[src/rtl/phase_seq_pkg.sv]
// Shared state encodings for the phase sequencer.
// Blocks that decode sequencer state import this package.
package phase_seq_pkg;

    typedef enum logic [1:0] {
        S_IDLE = 2'd0,
        S_RUN  = 2'd1,
        S_WAIT = 2'd2,
        S_DONE = 2'd3
    } state_e;

endpackage

[src/rtl/phase_cnt.sv]
// Loadable down-counter with enable and zero flag.
// The decrement holds at zero so the count never wraps.
module phase_cnt #(
    parameter int CNT_W = 8
) (
    input  logic             clk,
    input  logic             rst,
    input  logic             load,
    input  logic             en,
    input  logic [CNT_W-1:0] d,
    output logic             zero
);

    logic [CNT_W-1:0] cnt;

    always_ff @(posedge clk or negedge rst) begin
        if (!rst) begin
            cnt <= '0;
        end else if (load) begin
            cnt <= d;
        end else if (en && cnt != '0) begin
            cnt <= cnt - 1'b1;
        end
    end

    assign zero = (cnt == '0);

endmodule

[src/rtl/phase_seq_sm.sv]
// Programmable RUN/WAIT phase sequencer with repeat and abort.
// Define PHASE_SEQ_RETRIG_EN to allow a restart straight from DONE.
module phase_seq_sm
    import phase_seq_pkg::*;
#(
    parameter int CNT_W = 8,
    parameter int REP_W = 4
) (
    input  logic             clk,
    input  logic             rst,
    input  logic             trigger,
    input  logic             abort,
    input  logic [CNT_W-1:0] run_len,
    input  logic [CNT_W-1:0] wait_len,
    input  logic [REP_W-1:0] rep_cnt,
    output logic [1:0]       state,
    output logic             busy,
    output logic             done,
    output logic [REP_W-1:0] iter
);

    state_e           state_q, state_d;
    logic [REP_W-1:0] iter_q, iter_d;
    logic [CNT_W-1:0] run_q, wait_q;
    logic [REP_W-1:0] rep_q;
    logic             cap;
    logic             ld;
    logic             en;
    logic [CNT_W-1:0] ld_val;
    logic             zero;
    logic             pass_end;

    // A zero run length still yields a single RUN cycle
    function automatic logic [CNT_W-1:0] first_ld(input logic [CNT_W-1:0] l);
        return (l == '0) ? '0 : l - 1'b1;
    endfunction

    phase_cnt #(
        .CNT_W (CNT_W)
    ) u_cnt (
        .clk  (clk),
        .rst  (rst),
        .load (ld),
        .en   (en),
        .d    (ld_val),
        .zero (zero)
    );

    always_ff @(posedge clk or negedge rst) begin
        if (!rst) begin
            state_q <= S_IDLE;
            iter_q  <= '0;
            run_q   <= '0;
            wait_q  <= '0;
            rep_q   <= '0;
        end else begin
            state_q <= state_d;
            iter_q  <= iter_d;
            if (cap) begin
                run_q  <= run_len;
                wait_q <= wait_len;
                rep_q  <= rep_cnt;
            end
        end
    end

    always_comb begin
        state_d  = state_q;
        iter_d   = iter_q;
        cap      = 1'b0;
        ld       = 1'b0;
        en       = 1'b0;
        ld_val   = '0;
        pass_end = 1'b0;
        case (state_q)
            S_IDLE: begin
                if (trigger) begin
                    state_d = S_RUN;
                    cap     = 1'b1;
                    ld      = 1'b1;
                    ld_val  = first_ld(run_len);
                    iter_d  = '0;
                end
            end
            S_RUN: begin
                en = 1'b1;
                if (zero) begin
                    if (wait_q != '0) begin
                        state_d = S_WAIT;
                        ld      = 1'b1;
                        ld_val  = wait_q - 1'b1;
                    end else begin
                        pass_end = 1'b1;
                    end
                end
            end
            S_WAIT: begin
                en       = 1'b1;
                pass_end = zero;
            end
            S_DONE: begin
                state_d = S_IDLE;
`ifdef PHASE_SEQ_RETRIG_EN
                if (trigger) begin
                    state_d = S_RUN;
                    cap     = 1'b1;
                    ld      = 1'b1;
                    ld_val  = first_ld(run_len);
                    iter_d  = '0;
                end
`endif
            end
            default: state_d = S_IDLE;
        endcase

        if (pass_end) begin
            if (iter_q < rep_q) begin
                state_d = S_RUN;
                iter_d  = iter_q + 1'b1;
                ld      = 1'b1;
                ld_val  = first_ld(run_q);
            end else begin
                state_d = S_DONE;
            end
        end

        // Abort overrides every transition, including a start
        if (abort) begin
            state_d = S_IDLE;
            cap     = 1'b0;
            ld      = 1'b0;
            if (state_q != S_IDLE) begin
                iter_d = '0;
            end
        end
    end

    assign state = state_q;
    assign busy  = (state_q != S_IDLE);
    assign done  = (state_q == S_DONE);
    assign iter  = iter_q;

endmodule
[config.mk]
export PLATFORM = sky130hd
export DESIGN_NAME = phase_seq_sm
export DESIGN_NICKNAME = d
export VERILOG_FILES = /design/src/rtl/phase_seq_pkg.sv /design/src/rtl/phase_cnt.sv /design/src/rtl/phase_seq_sm.sv
export SDC_FILE = /design/constraint.sdc
export NUM_CORES = 1
export LEC_CHECK = 0
export ABC_AREA = 1
export CAP_MARGIN = 20
export CORE_AREA = 8 8 82 84
export DETAILED_ROUTE_END_ITERATION = 12
export DIE_AREA = 0 0 90 92
export HOLD_SLACK_MARGIN = 0.12
export PLACE_DENSITY = 0.75
export RECOVER_POWER = 25
export SLEW_MARGIN = 20
export SYNTH_ARGS = -nofsm -noshare
export SYNTH_HDL_FRONTEND = slang
export SYNTH_SLANG_ARGS = --single-unit
[constraint.sdc]
create_clock -name clk -period 1.6 [get_ports clk]
set_input_delay 0.32 -clock clk [delete_from_list [all_inputs] [get_ports clk]]
set_output_delay 0.32 -clock clk [all_outputs]
set_load 0.005 [all_outputs]
# Word-level counts from Yosys, hierarchy flattened
# Cells that the tools add are included.
word_totals:
  input_bits: 24
  ff_bits: 34
  output_inout_bits: 8
  elab_cells: 66
op_classes:
  n_reduce_logical: 12
  n_addsub: 5
  mux: 36
  magnitude_cmp: 1
  n_eq_ne: 6
ops:
  columns: ["operator", "n"]
  rows:
  - ["8-bit 2-to-1 mux", 9]
  - ["8-bit by 1-bit subtractor with 8-bit output, second input constant", 4]
  - ["8-bit logical NOT", 3]
  - ["4-bit 2-to-1 mux", 6]
  - ["8-bit one-hot mux with 2 select lines", 1]
  - ["8-bit nonzero test", 2]
  - ["2-bit 2-to-1 mux", 6]
  - ["4-bit != test, second input constant", 3]
  - ["1-bit 2-to-1 mux", 11]
  - ["2-bit one-hot mux with 3 select lines", 1]
  - ["5-bit nonzero test", 1]
  - ["4-bit by 1-bit adder with 4-bit output, second input constant", 1]
  - ["2-bit equality test, second input constant", 2]
  - ["4-bit < comparator", 1]
  - ["1-bit one-hot mux with 2 select lines", 2]
  - ["4-bit AND reduction", 1]
  - ["2-bit nonzero test", 2]
  - ["2-bit by 1-bit equality test with 1-bit output, second input constant", 1]
  - ["2-bit logical NOT", 1]
  - ["2-bit OR reduction", 1]
  - ["1-bit logical AND", 1]

# Longest topological paths before layout
logic_depth:
  depth_word: 8
  mapped_depth: 15
  mapped_depth_nobuf: 15

# Hierarchy
# Synthesis repeated with hierarchy kept, for this count alone.
unflattened:
  hier_cells: 366
  hier_area_um2: 2537.4
by_module_without_submodules:
  columns: ["mod", "seq_area_each_um2", "area_each_um2", "instances", "cells_per_inst"]
  rows:
  - ["phase_seq_sm", 650.6, 1940.6, 1, 273]
  - ["phase_cnt", 200.2, 596.8, 1, 93]

# Worst setup path after synthesis
# Ideal clock, no wire load.
synth_timing:
  path_type: "flip-flop to flip-flop"
  start: "register iter_q[2] (netlist: iter[2])"
  end: "register u_cnt.cnt[2]"
  arrival_time_ns: 1.630
  required_time_ns: 1.484
  setup_time_ns: 0.116
  path_slack_ns: -0.146
  n_path_buf: 0
  period_less_slack_ns: 1.746
  path_stages_with_launch: 12
  cell_sequence: "dfrtp_1 ha_1 nand2_1 inv_1 a21oi_2 nand4_4 nand2_2 nand2_4 nand2_4 inv_2 nand2_1 nand2_1"
synth_via:
  elab_chain_len: 5
  elab_cells_between_ends: 8
  classes_between: "order compare: 1; mux: 6; reduce/logical: 1"
synth_lines:
  columns: ["element", "line", "source"]
  rows:
  - ["start: declaration", "phase_seq_sm.sv:23", "logic [REP_W-1:0] iter_q, iter_d;"]
  - ["start signal: assignment", "phase_seq_sm.sv:58", "iter_q <= iter_d;"]
  - ["4-bit < comparator *", "phase_seq_sm.sv:117", "if (iter_q < rep_q) begin"]
  - ["1-bit 2-to-1 mux", "phase_seq_sm.sv:117", null]
  - ["1-bit 2-to-1 mux", "phase_seq_sm.sv:116", "if (pass_end) begin"]
  - ["1-bit 2-to-1 mux", "phase_seq_sm.sv:128", "if (abort) begin"]
  - ["8-bit 2-to-1 mux / 2-bit nonzero test (equally long branches)", null, null]
  - ["end signal: assignment", "phase_cnt.sv:22", "cnt <= cnt - 1'b1;"]
  - ["end: declaration", "phase_cnt.sv:14", "logic [CNT_W-1:0] cnt;"]
# Mark *: on every way between the ends. The rest lies on a longest branch, timed or not.
# A chain may end at the register's enable or synchronous reset.

# Worst setup path in the final report
layout_timing:
  start: "register rep_q[3]"
  end: "register u_cnt.cnt[6]"
layout_via:
  elab_chain_len: 5
  elab_cells_between_ends: 8
  classes_between: "order compare: 1; mux: 6; reduce/logical: 1"
layout_lines:
  columns: ["element", "line", "source"]
  rows:
  - ["start: declaration", "phase_seq_sm.sv:25", "logic [REP_W-1:0] rep_q;"]
  - ["start signal: assignment", "phase_seq_sm.sv:62", "rep_q <= rep_cnt;"]
  - ["4-bit < comparator *", "phase_seq_sm.sv:117", null]
  - ["1-bit 2-to-1 mux", "phase_seq_sm.sv:117", null]
  - ["1-bit 2-to-1 mux", "phase_seq_sm.sv:116", null]
  - ["1-bit 2-to-1 mux", "phase_seq_sm.sv:128", null]
  - ["8-bit 2-to-1 mux / 2-bit nonzero test (equally long branches)", null, null]
# Marks and branches as above.

==> out/metrics.cfg <==
[synth]
async_reset_ff_share_pct = 100
ys_types = 35
ys_top_cells_by_count = nand2_1, inv_1, nor2_1, dfrtp_1, o21ai_0
syn_avg_cell_area_sq_um = 7.11
synth_area_sq_um = 2660
seq_area_frac_synth_pct = 32.0
yosysMostFrequentCell = nand2_1
synthTopCellsByArea = dfrtp_1, nand2_1, ha_1
netlist_instances = 374
synth_edf_count = 0
synth.top_cell.area_share_pct = 32.0
yosysTopAreaCell = dfrtp_1
ys_seq_elements = 34
ys_warn_count = 0
syn_nets = 414
ys.flop_type = dfrtp_1

[power]
peakVddDrop_v = 0.00111
leakage_nw = 2.09
finalPower_mw = 6.39
p_per_area_nw_per_um2 = 1580

[worst_setup_path]
worstRegToRegCells = 11
timing.rr.end = u_cnt.cnt[6]
path_delay_family = simple AND/OR/NAND/NOR gates
crit_top_cell = nand2_1
r2r_slack_ns = -0.25
critPathBufInv = 2
critPathLaunch = rep_q[3]
cp_cell_sequence = inv_2 > ha_4 > nand2_1 > inv_2 > a21oi_4 > nand4_4 > a21oi_4 > nand2_1 > nand2_1 > nand2_1 > nand2_1
crit_arrival_ns = 2.08
critical_path_depth = 11
reg2reg_from = rep_q[3]
cpMaxStageDelayCell = dfrtp_1
start_kind = flip-flop
criticalPathCategory = reg -> reg
path_max_fanout = 8
crit_end = u_cnt.cnt[6]
critical_path.endpoint_type = flip-flop
cpPeakStageDelay_ns = 0.39
required_ns = 1.84

[drt]
firstDrtPassIters = 6
wl_per_cell_microns = 15.0
drt_iter0_drc = 287
num_vias = 2961
drc = 0
viasPerCell = 5.19
antenna_left = 0
finalWirelength_microns = 8550

[die]
die-area_sq_um = 8280
core_sq_um = 5410
ios = 32
die_w_microns = 90
rows = 27
initial_core_util_pct = 49.2
fp.dieH_microns = 92

[clock_network]
clkLatencyLatePin_ns = 0.30
numClockSinks = 34
clockBufferDepth = 2
cts_root_buf = clkbuf_8
cts_tree = done
htreeDepth = 2
clk_pin_slew_ns = 0.07
cts_hold_buf = 0
numCtsBuffers = 5

[finish]
fillers = 393
utilization_pct = 74.9
area_growth_pct = 52.2
final_layout_size_suffix_gt1_share_pct = 36.1
final_cell_count_no_fill = 571
nNetsFinal = 538
antenna_cells = 0

[global_routing]
grt_pass1_vias = 3017
grt_antenna_before_repair = 0
grt_use_total_pct = 20.0
grt_pass1_wl_microns = 13600
grt_overflow = 0
grt_start_max_net_pins = 35

[timing]
finalCritPeriodShare_pct = 115
finalMaxSlewViolations = 0
max_slew_margin_pct = 41.8
worst_slack_ns = -0.245
finalHoldViolCount = 0
setup_viol = 14
rsz0062_at_grt = true
worstMarginPinSlew_ns = 0.873
holdWs_ns = 0.500
setup_tns_ns = -2.76
layout_min_cycle_time_ns = 1.85
fmax_mhz = 542
skew_ns = 0.00424

[run_status]
status = complete, but fails checks
violations = negative setup slack

[placed_design]
port_buffers = 31
hpwl_microns = 5810
dp_cells = 548
gp_congestion = 0.892

[job]
max_cap_viol_count = 0

[min_path]
hp-class = reg -> reg

## layer usage
| metal | GRT usage, % | vias up | share of wire [%] |
|---|---|---|---|
| li1 | - | 1429 | - |
| met1 | 21.7 | 1388 | 40 |
| met2 | 37.3 | 115 | 51 |
| met5 | 0 | - | 0 |
| met4 | 8.18 | 0 | 3.2 |
| met3 | 3.75 | 29 | 5.2 |
## stage by stage
stage / setup slack (ns) / area, sq um
floorplan: -0.136 / 2670
global placement: -0.377 / 3630
detailed placement: -0.433 / 3630
CTS: -0.262 / 3950
global route: -0.359 / 4050
finish: -0.245 / 4050
## sequential cells by signal, summed over array words and instances (netlist names)
name / count
rep_q: 4
state: 2
iter: 4
wait_q: 8
u_cnt.cnt: 8
run_q: 8
## how the worst min path moves through the flow
stage	from	to	slack, ns	cells after the start
finish	run_q[0]	run_q[0]	0.50	2
floorplan	rst	iter[0]	0.02	0
detailed placement	run_q[0]	run_q[0]	0.48	2
global placement	run_q[0]	run_q[0]	0.47	2
global route	rep_q[0]	rep_q[0]	0.52	1
CTS	rst	wait_q[4]	0.40	2
## layout make-up
| type | instances | area, sq um | area share (%) |
|---|---|---|---|
| well taps | 72 | 90.1 | 2.23 |
| repair buffers | 121 | 1000 | 24.7 |
| flip-flops and latches | 34 | 851 | 21.0 |
| inverters | 57 | 230 | 5.69 |
| clock buffers | 7 | 86.3 | 2.13 |
| multi-input cells | 279 | 1780 | 44.1 |
| clock inverters | 1 | 5.00 | 0.124 |
## cell families (layout without fill, tap and decap cells)
group,count (synthesis),after routing,synth area share (%)
multiplexers,1,1,0.423
XOR/XNOR,15,15,4.94
adder cells (fa/ha/maj),16,16,7.53
buffers and inverters,61,186,8.71
AND/OR/NAND/NOR,189,189,33.7
AO/OA/AOI/OAI,58,58,12.7
flip-flops,34,34,32.0
## power breakdown
part           leakage [nW]  internal [mW]  total [mW]  switching (mW)
clock                0.0482          0.347       0.675           0.327
sequential            0.408           1.23        1.50           0.266
combinational          1.63           1.90        4.22            2.32
total                  2.09           3.48        6.39            2.91
## worst min-delay path, delay by kind of cell, from the launching register on
family           cells  cell delay [ns]
AO/OA/AOI/OAI        1             0.06
flip-flops           1             0.36
AND/OR/NAND/NOR      1             0.05
## placed cells by master, fill, tap and decap left out, drive strengths merged
cell / n
clkbuf: 10
a21oi: 25
nand2: 108
nor3: 2
nand4: 6
o211ai: 1
nand3: 25
xor2: 9
dlygate4sd3: 1
mux2: 1
clkinv: 4
dfrtp: 34
xnor2: 6
ha: 16
a22oi: 3
nor2: 47
o21ai: 27
buf: 89
a31oi: 1
clkdlybuf4s50: 22
dlygate4sd2: 6
o21bai: 1
inv: 54
or2: 1
## repair_timing
item | CTS | global route
pin swaps | 24 | 16
gates resized for setup | 55 | 28
setup endpoints to repair | 40 | 34
setup buffers | 11 | 5
cloned | 0 | 0
No activity file was read; power rests on OpenSTA's default activity.
